### config.mk
export PLATFORM = sky130hd
export DESIGN_NAME = hilo_muldiv_unit_flat
export DESIGN_NICKNAME = d
export VERILOG_FILES = /design/src/rtl/hilo_muldiv_unit_pkg.sv /design/src/rtl/hilo_muldiv_unit_if.sv /design/src/rtl/hilo_muldiv_unit_core.sv /design/src/rtl/hilo_muldiv_unit.sv /design/src/flat_wrapper.sv
export SDC_FILE = /design/constraint.sdc
export NUM_CORES = 1
export LEC_CHECK = 0
export CORE_UTILIZATION = 40
export DETAILED_ROUTE_END_ITERATION = 7
export PLACE_DENSITY = 0.58
export SYNTH_ARGS = -nofsm -noshare
export SYNTH_HDL_FRONTEND = slang
export SYNTH_HIERARCHICAL = 1
export SYNTH_SLANG_ARGS = --single-unit
export TNS_END_PERCENT = 100
### constraint.sdc
create_clock -name Clk -period 7 [get_ports Clk]
set_input_delay 0.7 -clock Clk [delete_from_list [all_inputs] [get_ports Clk]]
set_output_delay 0.7 -clock Clk [all_outputs]
set_load 0.005 [all_outputs]
### src/rtl/hilo_muldiv_unit_pkg.sv
// Shared op codes, FSM states and op-class helpers for the HI/LO
// multiply/divide unit.
package hilo_pkg;

    typedef enum logic [3:0] {
        OP_NONE  = 4'd0,
        OP_MULT  = 4'd1,
        OP_MULTU = 4'd2,
        OP_DIV   = 4'd3,
        OP_DIVU  = 4'd4,
        OP_MADD  = 4'd5,
        OP_MSUB  = 4'd6,
        OP_MTHI  = 4'd7,
        OP_MTLO  = 4'd8,
        OP_MFHI  = 4'd9,
        OP_MFLO  = 4'd10
    } op_e;

    typedef enum logic [1:0] {
        IDLE = 2'd0,
        MUL  = 2'd1,
        DIV  = 2'd2,
        FIX  = 2'd3
    } state_e;

    function automatic logic is_mul_op(input logic [3:0] op);
        return op == OP_MULT || op == OP_MULTU ||
               op == OP_MADD || op == OP_MSUB;
    endfunction

    function automatic logic is_div_op(input logic [3:0] op);
        return op == OP_DIV || op == OP_DIVU;
    endfunction

    function automatic logic is_signed_op(input logic [3:0] op);
        return op == OP_MULT || op == OP_DIV ||
               op == OP_MADD || op == OP_MSUB;
    endfunction

endpackage

### src/rtl/hilo_muldiv_unit_if.sv
// Request/response bundle between the EX stage and the HI/LO unit.
interface hilo_muldiv_unit_if #(
    parameter int WIDTH = 32
);
    logic             Valid;
    logic [3:0]       Op;
    logic [WIDTH-1:0] A;
    logic [WIDTH-1:0] B;
    logic             Flush;
    logic             Stall;
    logic             Busy;
    logic [WIDTH-1:0] ReadData;
    logic             ReadValid;
    logic [WIDTH-1:0] Hi;
    logic [WIDTH-1:0] Lo;
    logic             Done;

    modport master (
        output Valid, Op, A, B, Flush,
        input  Stall, Busy, ReadData, ReadValid,
        input  Hi, Lo, Done
    );

    modport slave (
        input  Valid, Op, A, B, Flush,
        output Stall, Busy, ReadData, ReadValid,
        output Hi, Lo, Done
    );
endinterface

### src/rtl/hilo_muldiv_unit_core.sv
// One-bit-per-step datapath: right-shift shift-add multiply or
// restoring divide on unsigned magnitudes.
module hilo_iter_core #(
    parameter int WIDTH = 32
) (
    input  logic             clk,
    input  logic             rst_n,
    input  logic             load,
    input  logic             step,
    input  logic             is_div,
    input  logic [WIDTH-1:0] a,
    input  logic [WIDTH-1:0] b,
    output logic [WIDTH-1:0] hi,
    output logic [WIDTH-1:0] lo
);
    logic [WIDTH-1:0] m_q;
    logic [WIDTH:0]   sum;
    logic [WIDTH:0]   shifted;
    logic [WIDTH-1:0] diff;
    logic             ge;

    // lo holds multiplier (mul) or dividend/quotient (div); m_q the other operand
    always_comb begin
        sum     = {1'b0, hi} + (lo[0] ? {1'b0, m_q} : '0);
        shifted = {hi, lo[WIDTH-1]};
        ge      = shifted >= {1'b0, m_q};
        diff    = shifted[WIDTH-1:0] - m_q;
    end

    always_ff @(posedge clk or negedge rst_n) begin
        if (!rst_n) begin
            hi  <= '0;
            lo  <= '0;
            m_q <= '0;
        end else if (load) begin
            hi  <= '0;
            lo  <= a;
            m_q <= b;
        end else if (step) begin
            if (is_div) begin
                hi <= ge ? diff : shifted[WIDTH-1:0];
                lo <= {lo[WIDTH-2:0], ge};
            end else begin
                hi <= sum[WIDTH:1];
                lo <= {sum[0], lo[WIDTH-1:1]};
            end
        end
    end
endmodule

### src/rtl/hilo_muldiv_unit.sv
// HI/LO owner: hazard stall, MT*/MF* moves, and the FSM that sequences
// the iterative multiply/divide core and writes back in FIX.
module hilo_muldiv_unit
    import hilo_pkg::*;
#(
    parameter int WIDTH = 32,
    parameter int CNT_W = $clog2(WIDTH)
) (
    input logic              Clk,
    input logic              Rst_n,
    hilo_muldiv_unit_if.slave bus
);
    state_e             state_q, state_d;
    logic [CNT_W-1:0]   cnt_q, cnt_d;
    logic [3:0]         op_q;
    logic               neg_q, rneg_q, dz_q;
    logic [WIDTH-1:0]   hi_q, lo_q;
    logic               done_q;
    logic               accept, load, step, write;
    logic               sgn;
    logic [WIDTH-1:0]   a_mag, b_mag;
    logic [WIDTH-1:0]   core_hi, core_lo;
    logic [WIDTH-1:0]   quo, rem;
    logic [2*WIDTH-1:0] prod, res;

    assign bus.Stall = bus.Valid && state_q != IDLE;
    assign accept    = bus.Valid && !bus.Stall;
    assign bus.Busy  = state_q != IDLE;
    assign bus.Hi    = hi_q;
    assign bus.Lo    = lo_q;
    assign bus.Done  = done_q;

    assign bus.ReadValid = accept &&
        (bus.Op == OP_MFHI || bus.Op == OP_MFLO);
    assign bus.ReadData  = !bus.ReadValid ? '0 :
        (bus.Op == OP_MFHI ? hi_q : lo_q);

    assign sgn   = is_signed_op(bus.Op);
    assign a_mag = (sgn && bus.A[WIDTH-1]) ? -bus.A : bus.A;
    assign b_mag = (sgn && bus.B[WIDTH-1]) ? -bus.B : bus.B;

    hilo_iter_core #(.WIDTH(WIDTH)) u_core (
        .clk    (Clk),
        .rst_n  (Rst_n),
        .load   (load),
        .step   (step),
        .is_div (state_q == DIV),
        .a      (a_mag),
        .b      (b_mag),
        .hi     (core_hi),
        .lo     (core_lo)
    );

    always_comb begin
        state_d = state_q;
        cnt_d   = cnt_q;
        load    = 1'b0;
        step    = 1'b0;
        write   = 1'b0;
        if (bus.Flush) begin
            state_d = IDLE;
        end else begin
            unique case (state_q)
                IDLE: begin
                    if (accept && is_mul_op(bus.Op)) begin
                        load    = 1'b1;
                        cnt_d   = CNT_W'(WIDTH - 1);
                        state_d = MUL;
                    end else if (accept && is_div_op(bus.Op)) begin
                        load    = 1'b1;
                        cnt_d   = CNT_W'(WIDTH - 1);
                        state_d = DIV;
                    end
                end
                MUL, DIV: begin
                    step = 1'b1;
                    if (cnt_q == '0) state_d = FIX;
                    else             cnt_d   = cnt_q - 1'b1;
                end
                FIX: begin
                    write   = 1'b1;
                    state_d = IDLE;
                end
                default: state_d = IDLE;
            endcase
        end
    end

    // Remainder follows the dividend sign, which also makes B=0 give Hi=A
    always_comb begin
        prod = {core_hi, core_lo};
        if (neg_q) prod = -prod;
        quo  = neg_q ? -core_lo : core_lo;
        rem  = rneg_q ? -core_hi : core_hi;
        unique case (op_q)
            OP_MADD: res = {hi_q, lo_q} + prod;
            OP_MSUB: res = {hi_q, lo_q} - prod;
            OP_DIV, OP_DIVU: res = {rem, dz_q ? '1 : quo};
            default: res = prod;
        endcase
    end

    always_ff @(posedge Clk or negedge Rst_n) begin
        if (!Rst_n) begin
            state_q <= IDLE;
            cnt_q   <= '0;
            op_q    <= '0;
            neg_q   <= 1'b0;
            rneg_q  <= 1'b0;
            dz_q    <= 1'b0;
            hi_q    <= '0;
            lo_q    <= '0;
            done_q  <= 1'b0;
        end else begin
            state_q <= state_d;
            cnt_q   <= cnt_d;
            done_q  <= write;
            if (load) begin
                op_q   <= bus.Op;
                neg_q  <= sgn && (bus.A[WIDTH-1] ^ bus.B[WIDTH-1]);
                rneg_q <= sgn && bus.A[WIDTH-1];
                dz_q   <= bus.B == '0;
            end
            if (write) begin
                {hi_q, lo_q} <= res;
            end else if (accept && !bus.Flush) begin
                if (bus.Op == OP_MTHI) hi_q <= bus.A;
                if (bus.Op == OP_MTLO) lo_q <= bus.A;
            end
        end
    end
endmodule

### src/flat_wrapper.sv
// flat-port wrapper written by rule: the top's interface ports become plain ports
module hilo_muldiv_unit_flat import hilo_pkg::*;
#(
    parameter int WIDTH = 32,
    parameter int CNT_W = $clog2(WIDTH)
)
  (Clk, Rst_n, bus_Valid, bus_Op, bus_A, bus_B, bus_Flush, bus_Stall, bus_Busy, bus_ReadData, bus_ReadValid, bus_Hi, bus_Lo, bus_Done);
  hilo_muldiv_unit_if #(.WIDTH(WIDTH)) bus_i ();
  input logic Clk;
  input logic Rst_n;
  input wire logic [$bits(bus_i.Valid)-1:0] bus_Valid;
  input wire logic [$bits(bus_i.Op)-1:0] bus_Op;
  input wire logic [$bits(bus_i.A)-1:0] bus_A;
  input wire logic [$bits(bus_i.B)-1:0] bus_B;
  input wire logic [$bits(bus_i.Flush)-1:0] bus_Flush;
  output wire logic [$bits(bus_i.Stall)-1:0] bus_Stall;
  output wire logic [$bits(bus_i.Busy)-1:0] bus_Busy;
  output wire logic [$bits(bus_i.ReadData)-1:0] bus_ReadData;
  output wire logic [$bits(bus_i.ReadValid)-1:0] bus_ReadValid;
  output wire logic [$bits(bus_i.Hi)-1:0] bus_Hi;
  output wire logic [$bits(bus_i.Lo)-1:0] bus_Lo;
  output wire logic [$bits(bus_i.Done)-1:0] bus_Done;
  assign bus_i.Valid = bus_Valid;
  assign bus_i.Op = bus_Op;
  assign bus_i.A = bus_A;
  assign bus_i.B = bus_B;
  assign bus_i.Flush = bus_Flush;
  assign bus_Stall = bus_i.Stall;
  assign bus_Busy = bus_i.Busy;
  assign bus_ReadData = bus_i.ReadData;
  assign bus_ReadValid = bus_i.ReadValid;
  assign bus_Hi = bus_i.Hi;
  assign bus_Lo = bus_i.Lo;
  assign bus_Done = bus_i.Done;
  hilo_muldiv_unit #(.WIDTH(WIDTH), .CNT_W(CNT_W)) u_core (.Clk(Clk), .Rst_n(Rst_n), .bus(bus_i));
endmodule
==> results.cfg, run 1 <==
[job]
maxCapViolCount = 0

[sta]
tightest_slew_ps = 1200
hold_slack_ps = 308
fin_tns_setup_ps = 0
fin_skew_ps = 12.9
fin_crit_ps = 6780
fin_ws_ps = 220
fmax_mhz = 147
finalSetupViolCount = 0
rsz0062_at_grt = no
fin_crit_sh_pct = 96.9
final_hold_viol_count = 0
maxSlewViolCount = 0
slew-limit-headroom_pct = 19.9

[worst_setup_path]
cp-start-kind = flip-flop
crit_fanout = 8
cp.arrival_ps = 7180
worstSetupPathType = flip-flop to flip-flop
crit_required_ps = 7400
crit_path_end_kind = flip-flop

[cts]
clkSlewWorstSetupHoldPaths_ps = 80
numClockSinks = 175
tritoncts = yes
insertion_delay_ps = 520
ctsRootBufferMaster = clkbuf_16
clock_path_buffers = 2
cts_made_buffers = 17
holdBufCountCts = 0
htree_levels = 4

[synth]
yosysUniqueCellTypes = 105
synth_edf_count = 0
synth_top_family_by_area = compound AO/OA/AOI/OAI gates
syn-num-nets = 3378
yosys_warnings = 6
synthSimpleGateAreaFrac_pct = 23.9
ys_seq_area_share_pct = 19.2
synth_area_per_cell_sq_um = 7.20
synth_xor_area_share_pct = 11.8
synth_top_cell_by_area = dfrtp_1
synth_compound_area_share_pct = 29.5
synth_flop_cell = dfrtp_1
synth_cells = 3165
synthTopCellsByArea = dfrtp_1 19%, ha_1 7.6%, nand2_1 7.6%
synth_area_sq_um = 22800
ys_ff_latch = 175
synth_fa_ha_area_share_pct = 7.84
synth_mux_area_share_pct = 2.50
synthArstFlopShare_pct = 100
synth_top_area_share_pct = 19.2

[run_status]
status = finished, final reports clean

[route]
ant_nets = 0
route.detailed.drc = 0
wl_um = 103000
drt-pass1-iter-count = 5
wl_per_cell_um = 25.6
drtIter0Drc = 2741
vias = 25200
post_drt_via_cell_ratio = 6.28

[cells_and_area]
final_common_cell = nand2_1
final_net_count = 3460
stdcell_area_sq_um = 26100
final_cell_mix = 460 x nand2_1, 303 x o21ai_0, 267 x a21oi_1, 226 x nor2_1, 177 x xnor2_1
drive_gt1_share_pct = 6.99
area_delta_synth_final_pct = 14.6
num-fill-cells = 5849

[floorplan]
rows = 87
io_pins = 172
start_util_pct = 40.4
die_w_um = 241
dieArea_sq_um = 57900
die-height_um = 241
coreArea_sq_um = 56400

[global_route]
global_route.usage.total_pct = 35.2
grt_pass1_wl_um = 151000
overflow = 0
antenna_found_initial = 3
grt_pass1_vias = 23400
grt_max_degree = 100

[placed_design]
port-buffer-count = 171
dp_slack_ps = 49.4
hpwlAfterDp_um = 79300
postPlaceCellArea_sq_um = 25400
gp_congestion = 0.987

[hold_path]
holdCritPathClass = primary input to async pin
-- through the flow --
| step | util [%] | instances |
|---|---|---|
| floorplan | - | 3165 |
| global placement | 45.0 | 3981 |
| detailed placement | 45.0 | 3981 |
| CTS | 46.1 | 4013 |
| global route | 46.3 | 4016 |
| finish | 46.3 | 4017 |
-- logic make-up after synthesis --
| logic type | after synthesis |
|---|---|
| muxes | 56 |
| buffers and inverters | 305 |
| DFF | 175 |
| AOI/OAI and AO/OA | 1049 |
| and+or+nand+nor | 1133 |
| xor gates and xnor gates | 306 |
| adders and majority gates | 141 |
-- synthesized netlist by cell type (all sizes together), types with 8 or more instances --
library cell and n:
nand2 460, o21ai 327, a21oi 269, nor2 230, xnor2 177, dfrtp 175, clkbuf 174, ha 138
xor2 129, inv 101, nor3 73, a21o 69, nand3 60, a211oi 54, o31ai 53, mux2i 49
a31oi 42, nand2b 41, nand4 41, nor4 36, or3 31, nor2b 29, or4 29, and3 26
buf 26, o211ai 26, o21a 26, and2 22, o41ai 22, or2 20, a221oi 16, o22ai 15
o21bai 14, o221ai 12, a311oi 10, a32oi 10, a41oi 9, and4 9, a2111oi 8, a21boi 8
a31o 8
-- worst paths after layout --
check	startpoint	endpoint	slack [ps]	cells after the start
hold reg to reg	u_core/cnt_q[0]	u_core/cnt_q[0]	500	1
setup reg to reg	u_core/u_core/lo[20]	u_core/bus.Hi[27]	220	22
setup / recovery	u_core/u_core/lo[20]	u_core/bus.Hi[27]	220	22
min in group Clk	u_core/cnt_q[0]	u_core/cnt_q[0]	500	1
hold / removal	Rst_n	u_core/bus.Hi[26]	310	1
max in group asynchronous	Rst_n	u_core/neg_q	5430	2
-- cell type report --
| cell class | instances | area, sq um | share of cell area, % |
|---|---|---|---|
| diodes | 1 | 2.50 | 0.00959 |
| clock buffers | 17 | 425 | 1.63 |
| well taps | 756 | 946 | 3.62 |
| multi-input cells | 2685 | 17300 | 66.5 |
| inverters | 105 | 397 | 1.52 |
| repair buffers | 263 | 2410 | 9.22 |
| clock inverters | 15 | 196 | 0.753 |
| flip-flops and latches | 175 | 4380 | 16.8 |
-- worst max-delay path, cell delays in order, from the launching register on --
cell      delay, ps
dfrtp_1         400
nor4_2          640
nand4_1         520
or2_2           460
o31ai_1         420
o2111a_1        320
nand4_1         260
or3_4           460
and4b_1         400
a21oi_1         110
xor2_1          280
ha_1            360
a21oi_1         210
o21ai_0         150
a21o_1          200
a21o_1          180
a31oi_1         230
o21ai_0         150
a21o_1          220
nor2_2          200
o21ai_0         140
xnor2_1         220
o21ai_0         110
-- registers in the layout (all words and copies together), names as in the netlist --
| name | flops |
|---|---|
| u_core/bus.Hi | 32 |
| u_core/bus.Lo | 32 |
| u_core/u_core/hi | 32 |
| u_core/u_core/lo | 32 |
| u_core/u_core/m_q | 32 |
| u_core/cnt_q | 5 |
| u_core/op_q | 4 |
| u_core/state_q | 2 |
| u_core/bus.Done | 1 |
| u_core/dz_q | 1 |
| u_core/neg_q | 1 |
| u_core/rneg_q | 1 |
-- routing by layer --
metal	GRT usage, %	wire, um	part of all wire, %	up-vias
li1	-	-	-	11700
met2	55.2	45900	45	1092
met5	1.01	91	0.088	-
met3	7.45	8020	7.8	175
met1	46.5	44800	43	12300
met4	14.7	4220	4.1	4
-- repair_timing --
action                     CTS  global route
setup endpoints to repair    0            16
setup buffers                0             3
resized for setup            0            21
Power of run 1 is left out: the tool's default activity adds up to more than one toggle a clock period on the data nets, which glitch-free logic cannot reach.
==> run 2, diff against run 1 <==
DONT_BUFFER_PORTS = 1   (was not set)
PLACE_DENSITY = 0.54   (was 0.58)
==> results.cfg, run 2 (synthesis results as in run 1) <==
[global_route]
antenna_found_initial = 3
grt_pass1_vias = 22200
grt_max_degree = 176
grt_pass1_wl_um = 147000
overflow = 0
global_route.usage.total_pct = 34.5

[sta]
maxSlewViolCount = 0
fmax_mhz = 149
rsz0062_at_grt = no
fin_crit_sh_pct = 95.6
fin_crit_ps = 6690
finalSetupViolCount = 0
fin_tns_setup_ps = 0
hold_slack_ps = -21.1
tightest_slew_ps = 1480
slew-limit-headroom_pct = 1.41
final_hold_viol_count = 2
fin_skew_ps = 15.4

[worst_setup_path]
r2r_setup_slack_ps = 310
cpMaxStageDelayCell = or4b_4
r2r-end = u_core/bus.Hi[12]
crit_family = compound AO/OA/AOI/OAI gates
cp.arrival_ps = 7060
crit_fanout = 10
worst_r2r_startpoint = u_core/u_core/lo[1]
cpPeakStageDelay_ps = 560
cp-start-kind = flip-flop
path_buf_inv = 2
crit_required_ps = 7360
worstSetupPathType = flip-flop to flip-flop
cp_common_cell = a21oi_1
crit_path_end_kind = flip-flop
r2r_cells = 25

[route]
post_drt_via_cell_ratio = 6.26
vias = 24000
wl_um = 102000
ant_nets = 0
wl_per_cell_um = 26.5
drtIter0Drc = 2420
drt-pass1-iter-count = 5
route.detailed.drc = 0

[cells_and_area]
final_net_count = 3279
final_common_cell = nand2_1
num-fill-cells = 5996
drive_gt1_share_pct = 6.95
area_delta_synth_final_pct = 6.70
final_cell_mix = 460 x nand2_1, 304 x o21ai_0, 267 x a21oi_1, 227 x nor2_1, 177 x xnor2_1

[placed_design]
hpwlAfterDp_um = 78200
gp_congestion = 0.977
port-buffer-count = 0

[floorplan]
rows = 87
die-height_um = 241
coreArea_sq_um = 56400
start_util_pct = 40.4
dieArea_sq_um = 57900
die_w_um = 241
io_pins = 172

[run_status]
violations = hold timing
status = complete, but fails checks

[cts]
cts_made_buffers = 17
ctsRootBufferMaster = clkbuf_16
htree_levels = 4
clock_path_buffers = 2
tritoncts = yes
numClockSinks = 175
clkSlewWorstSetupHoldPaths_ps = 80
insertion_delay_ps = 510

[hold_path]
holdCritPathClass = primary input to async pin

[job]
maxCapViolCount = 0
[run 2: how the worst max path moves through the flow]
| stage | startpoint | endpoint | slack (ps) | cells after the start |
|---|---|---|---|---|
| after floorplan | u_core/u_core/lo[0] | u_core/bus.Hi[29] | 1060 | 24 |
| after global placement | u_core/u_core/lo[1] | u_core/bus.Hi[12] | -240 | 22 |
| after detailed placement | u_core/u_core/lo[1] | u_core/bus.Hi[12] | -250 | 22 |
| after CTS | u_core/u_core/lo[1] | u_core/bus.Hi[12] | 50 | 25 |
| after global routing | u_core/u_core/hi[2] | u_core/bus.Hi[30] | 20 | 22 |
| final | u_core/u_core/lo[1] | u_core/bus.Hi[12] | 310 | 25 |
[run 2: repair_timing]
action / 4_1_cts / 5_1_grt
hold buffers: 1 / 0
gates resized for setup: 3 / 15
buffers inserted: 0 / 12
cloned: 0 / 0
endpoints found under the setup margin: 2 / 20
endpoints found under the hold margin: 175 / 0
pin swaps: 0 / 5
[run 2: layer usage]
layer	GRT usage [%]	vias to the layer above	wire length, um
met5	0	-	27
met4	17.8	4	5300
met3	7.99	176	8110
met2	53.6	995	44800
met1	44.5	11500	43200
li1	-	11300	-
[run 2: cell type report]
type / count / area, sq um / share of cell area (%)
Antenna cell: 2 / 5.00 / 0.0206
Sequential cell: 175 / 4380 / 18.0
Inverter: 105 / 397 / 1.63
Timing Repair Buffer: 82 / 636 / 2.61
Clock inverter: 15 / 173 / 0.710
Multi-Input combinational cell: 2685 / 17300 / 71.4
Tap cell: 756 / 946 / 3.89
Clock buffer: 17 / 425 / 1.75
[run 2: worst register-to-register path, delay by kind of cell, from the launching register on]
| kind | cells | cell delay, ps |
|---|---|---|
| AO/OA/AOI/OAI | 11 | 2930 |
| AND/OR/NAND/NOR | 7 | 1700 |
| XOR/XNOR | 3 | 590 |
| adder cells (fa/ha/maj) | 2 | 560 |
| flip-flops | 1 | 480 |
| buffers and inverters | 2 | 300 |
[run 2: through the flow]
| stage | setup WS, ps | area (sq um) | hold WS [ps] | instances | utilization, % |
|---|---|---|---|---|---|
| final | 306 | 24300 | -21.1 | 3837 | 43.1 |
| after CTS | 47.8 | 24100 | 238 | 3823 | 42.8 |
| after floorplan | 1060 | 22800 | 404 | 3165 | - |
| after detailed placement | -249 | 23500 | 408 | 3790 | 41.7 |
| after global placement | -240 | 23500 | 408 | 3790 | 41.7 |
| after global routing | 21.2 | 24300 | 249 | 3835 | 43.1 |
Power of run 2 is left out for the same reason.
==> run 3, diff against run 2 <==
GPL_ROUTABILITY_DRIVEN = 0   (was not set)
PLACE_DENSITY = 0.63   (was 0.54)
==> results.cfg, run 3 (synthesis results as in run 1) <==
[run_status]
status = complete, but fails checks
violations = DRC

[worst_setup_path]
crit_fanout = 9
cp-start-kind = flip-flop
cp.arrival_ps = 6970
path_cells = inv_1, ha_1, or4b_4, o31ai_1, xor2_1, o2111ai_1, or3_1, or2b_1, nor2_1, a21oi_1, xor2_1, ha_1, nand3_1, nor3_1, nand3_1, a31oi_1, o21bai_1, a211oi_1, nor2_1, o21ai_0, mux2i_1, o21ai_0
worstSetupPathType = flip-flop to flip-flop
crit_path_end_kind = flip-flop
crit_required_ps = 7320
path_buf_inv = 1
crit_family = simple AND/OR/NAND/NOR gates
cpPeakStageDelay_ps = 550
cpMaxStageDelayCell = a211oi_1

[sta]
fin_crit_ps = 6650
fmax_mhz = 150
slew-limit-headroom_pct = 18.2
finalSetupViolCount = 0
fin_tns_setup_ps = 0
fin_skew_ps = 19.1
final_hold_viol_count = 0
maxSlewViolCount = 0
tightest_slew_ps = 1230
fin_crit_sh_pct = 95.0
rsz0062_at_grt = no

[floorplan]
coreArea_sq_um = 56400
die_w_um = 241
dieArea_sq_um = 57900
rows = 87
io_pins = 172
die-height_um = 241
start_util_pct = 40.4

[placed_design]
port-buffer-count = 0
hpwlAfterDp_um = 66400

[cts]
htree_levels = 4
numClockSinks = 175
clock_path_buffers = 2
tritoncts = yes
clkSlewWorstSetupHoldPaths_ps = 80
ctsRootBufferMaster = clkbuf_16
insertion_delay_ps = 500
cts_made_buffers = 17

[route]
drt-pass1-iter-count = 8
vias = 23900
wl_per_cell_um = 23.1
post_drt_via_cell_ratio = 6.28
route.detailed.drc = 1
wl_um = 87700
drtIter0Drc = 2897
ant_nets = 0

[job]
maxCapViolCount = 0

[cells_and_area]
area_delta_synth_final_pct = 5.39
final_common_cell = nand2_1
final_cell_mix = 460 x nand2_1, 304 x o21ai_0, 266 x a21oi_1, 229 x nor2_1, 176 x xnor2_1
drive_gt1_share_pct = 5.46
final_net_count = 3242

[global_route]
grt_pass1_vias = 21300
overflow = 0
grt_max_degree = 176
global_route.usage.total_pct = 29.8
grt_pass1_wl_um = 132000
antenna_found_initial = 2

[hold_path]
holdCritPathClass = primary input to async pin
run 3: routing by layer:
layer  global-route usage [%]  routed length (um)  vias up
li1                         -                   -    11200
met1                     40.7               37400    11100
met2                     42.6               35800     1305
met3                     8.61               10200      193
met4                     15.0                4330        4
met5                        0                  31        -
run 3: area by class of cell:
class,instances,area [sq um]
Tap cell,756,946
Timing Repair Buffer,45,358
Clock buffer,22,454
Clock inverter,8,131
Fill cell,5952,32400
Sequential cell,175,4380
Inverter,105,397
Multi-Input combinational cell,2685,17300
Antenna cell,2,5.00
run 3: worst paths after layout:
path | startpoint | end | slack, ps | cells past startpoint
min in group Clk | bus_Flush | u_core/state_q[0] | 300 | 1
worst max-delay path | u_core/u_core/lo[1] | u_core/bus.Hi[16] | 350 | 22
worst min register to register | u_core/cnt_q[0] | u_core/cnt_q[0] | 500 | 1
worst max register to register | u_core/u_core/lo[1] | u_core/bus.Hi[16] | 350 | 22
max in group asynchronous | Rst_n | u_core/bus.Hi[26] | 5980 | 1
worst min-delay path | Rst_n | u_core/u_core/m_q[0] | 240 | 1
run 3: per-stage QoR:
step / instance area [sq um] / setup slack [ps] / hold WS [ps] / cells / util (%)
2_1_floorplan: 22800 / 1060 / 404 / 3165 / -
3_3_place_gp: 23300 / 431 / 431 / 3762 / 41.3
3_5_place_dp: 23300 / 264 / 430 / 3762 / 41.3
4_1_cts: 23900 / 211 / 278 / 3793 / 42.4
5_1_grt: 24000 / 7.74 / 286 / 3796 / 42.6
6_report: 24000 / 350 / 241 / 3798 / 42.6
run 3: timing repair:
action                                 CTS  global route
setup endpoints to repair                0             7
endpoints found under the hold margin  175             0
buffers inserted                         0             3
hold buffers                             1             0
resized for setup                        0            15
run 3: worst register-to-register path, stage by stage (launching register included):
cell and delay (ps):
dfrtp_1 470, inv_1 120, ha_1 270, or4b_4 540, o31ai_1 260, xor2_1 340
o2111ai_1 230, or3_1 470, or2b_1 280, nor2_1 130, a21oi_1 100, xor2_1 190
ha_1 440, nand3_1 130, nor3_1 330, nand3_1 230, a31oi_1 340, o21bai_1 190
a211oi_1 550, nor2_1 250, o21ai_0 260, mux2i_1 190, o21ai_0 180
Power of run 3 is left out for the same reason.
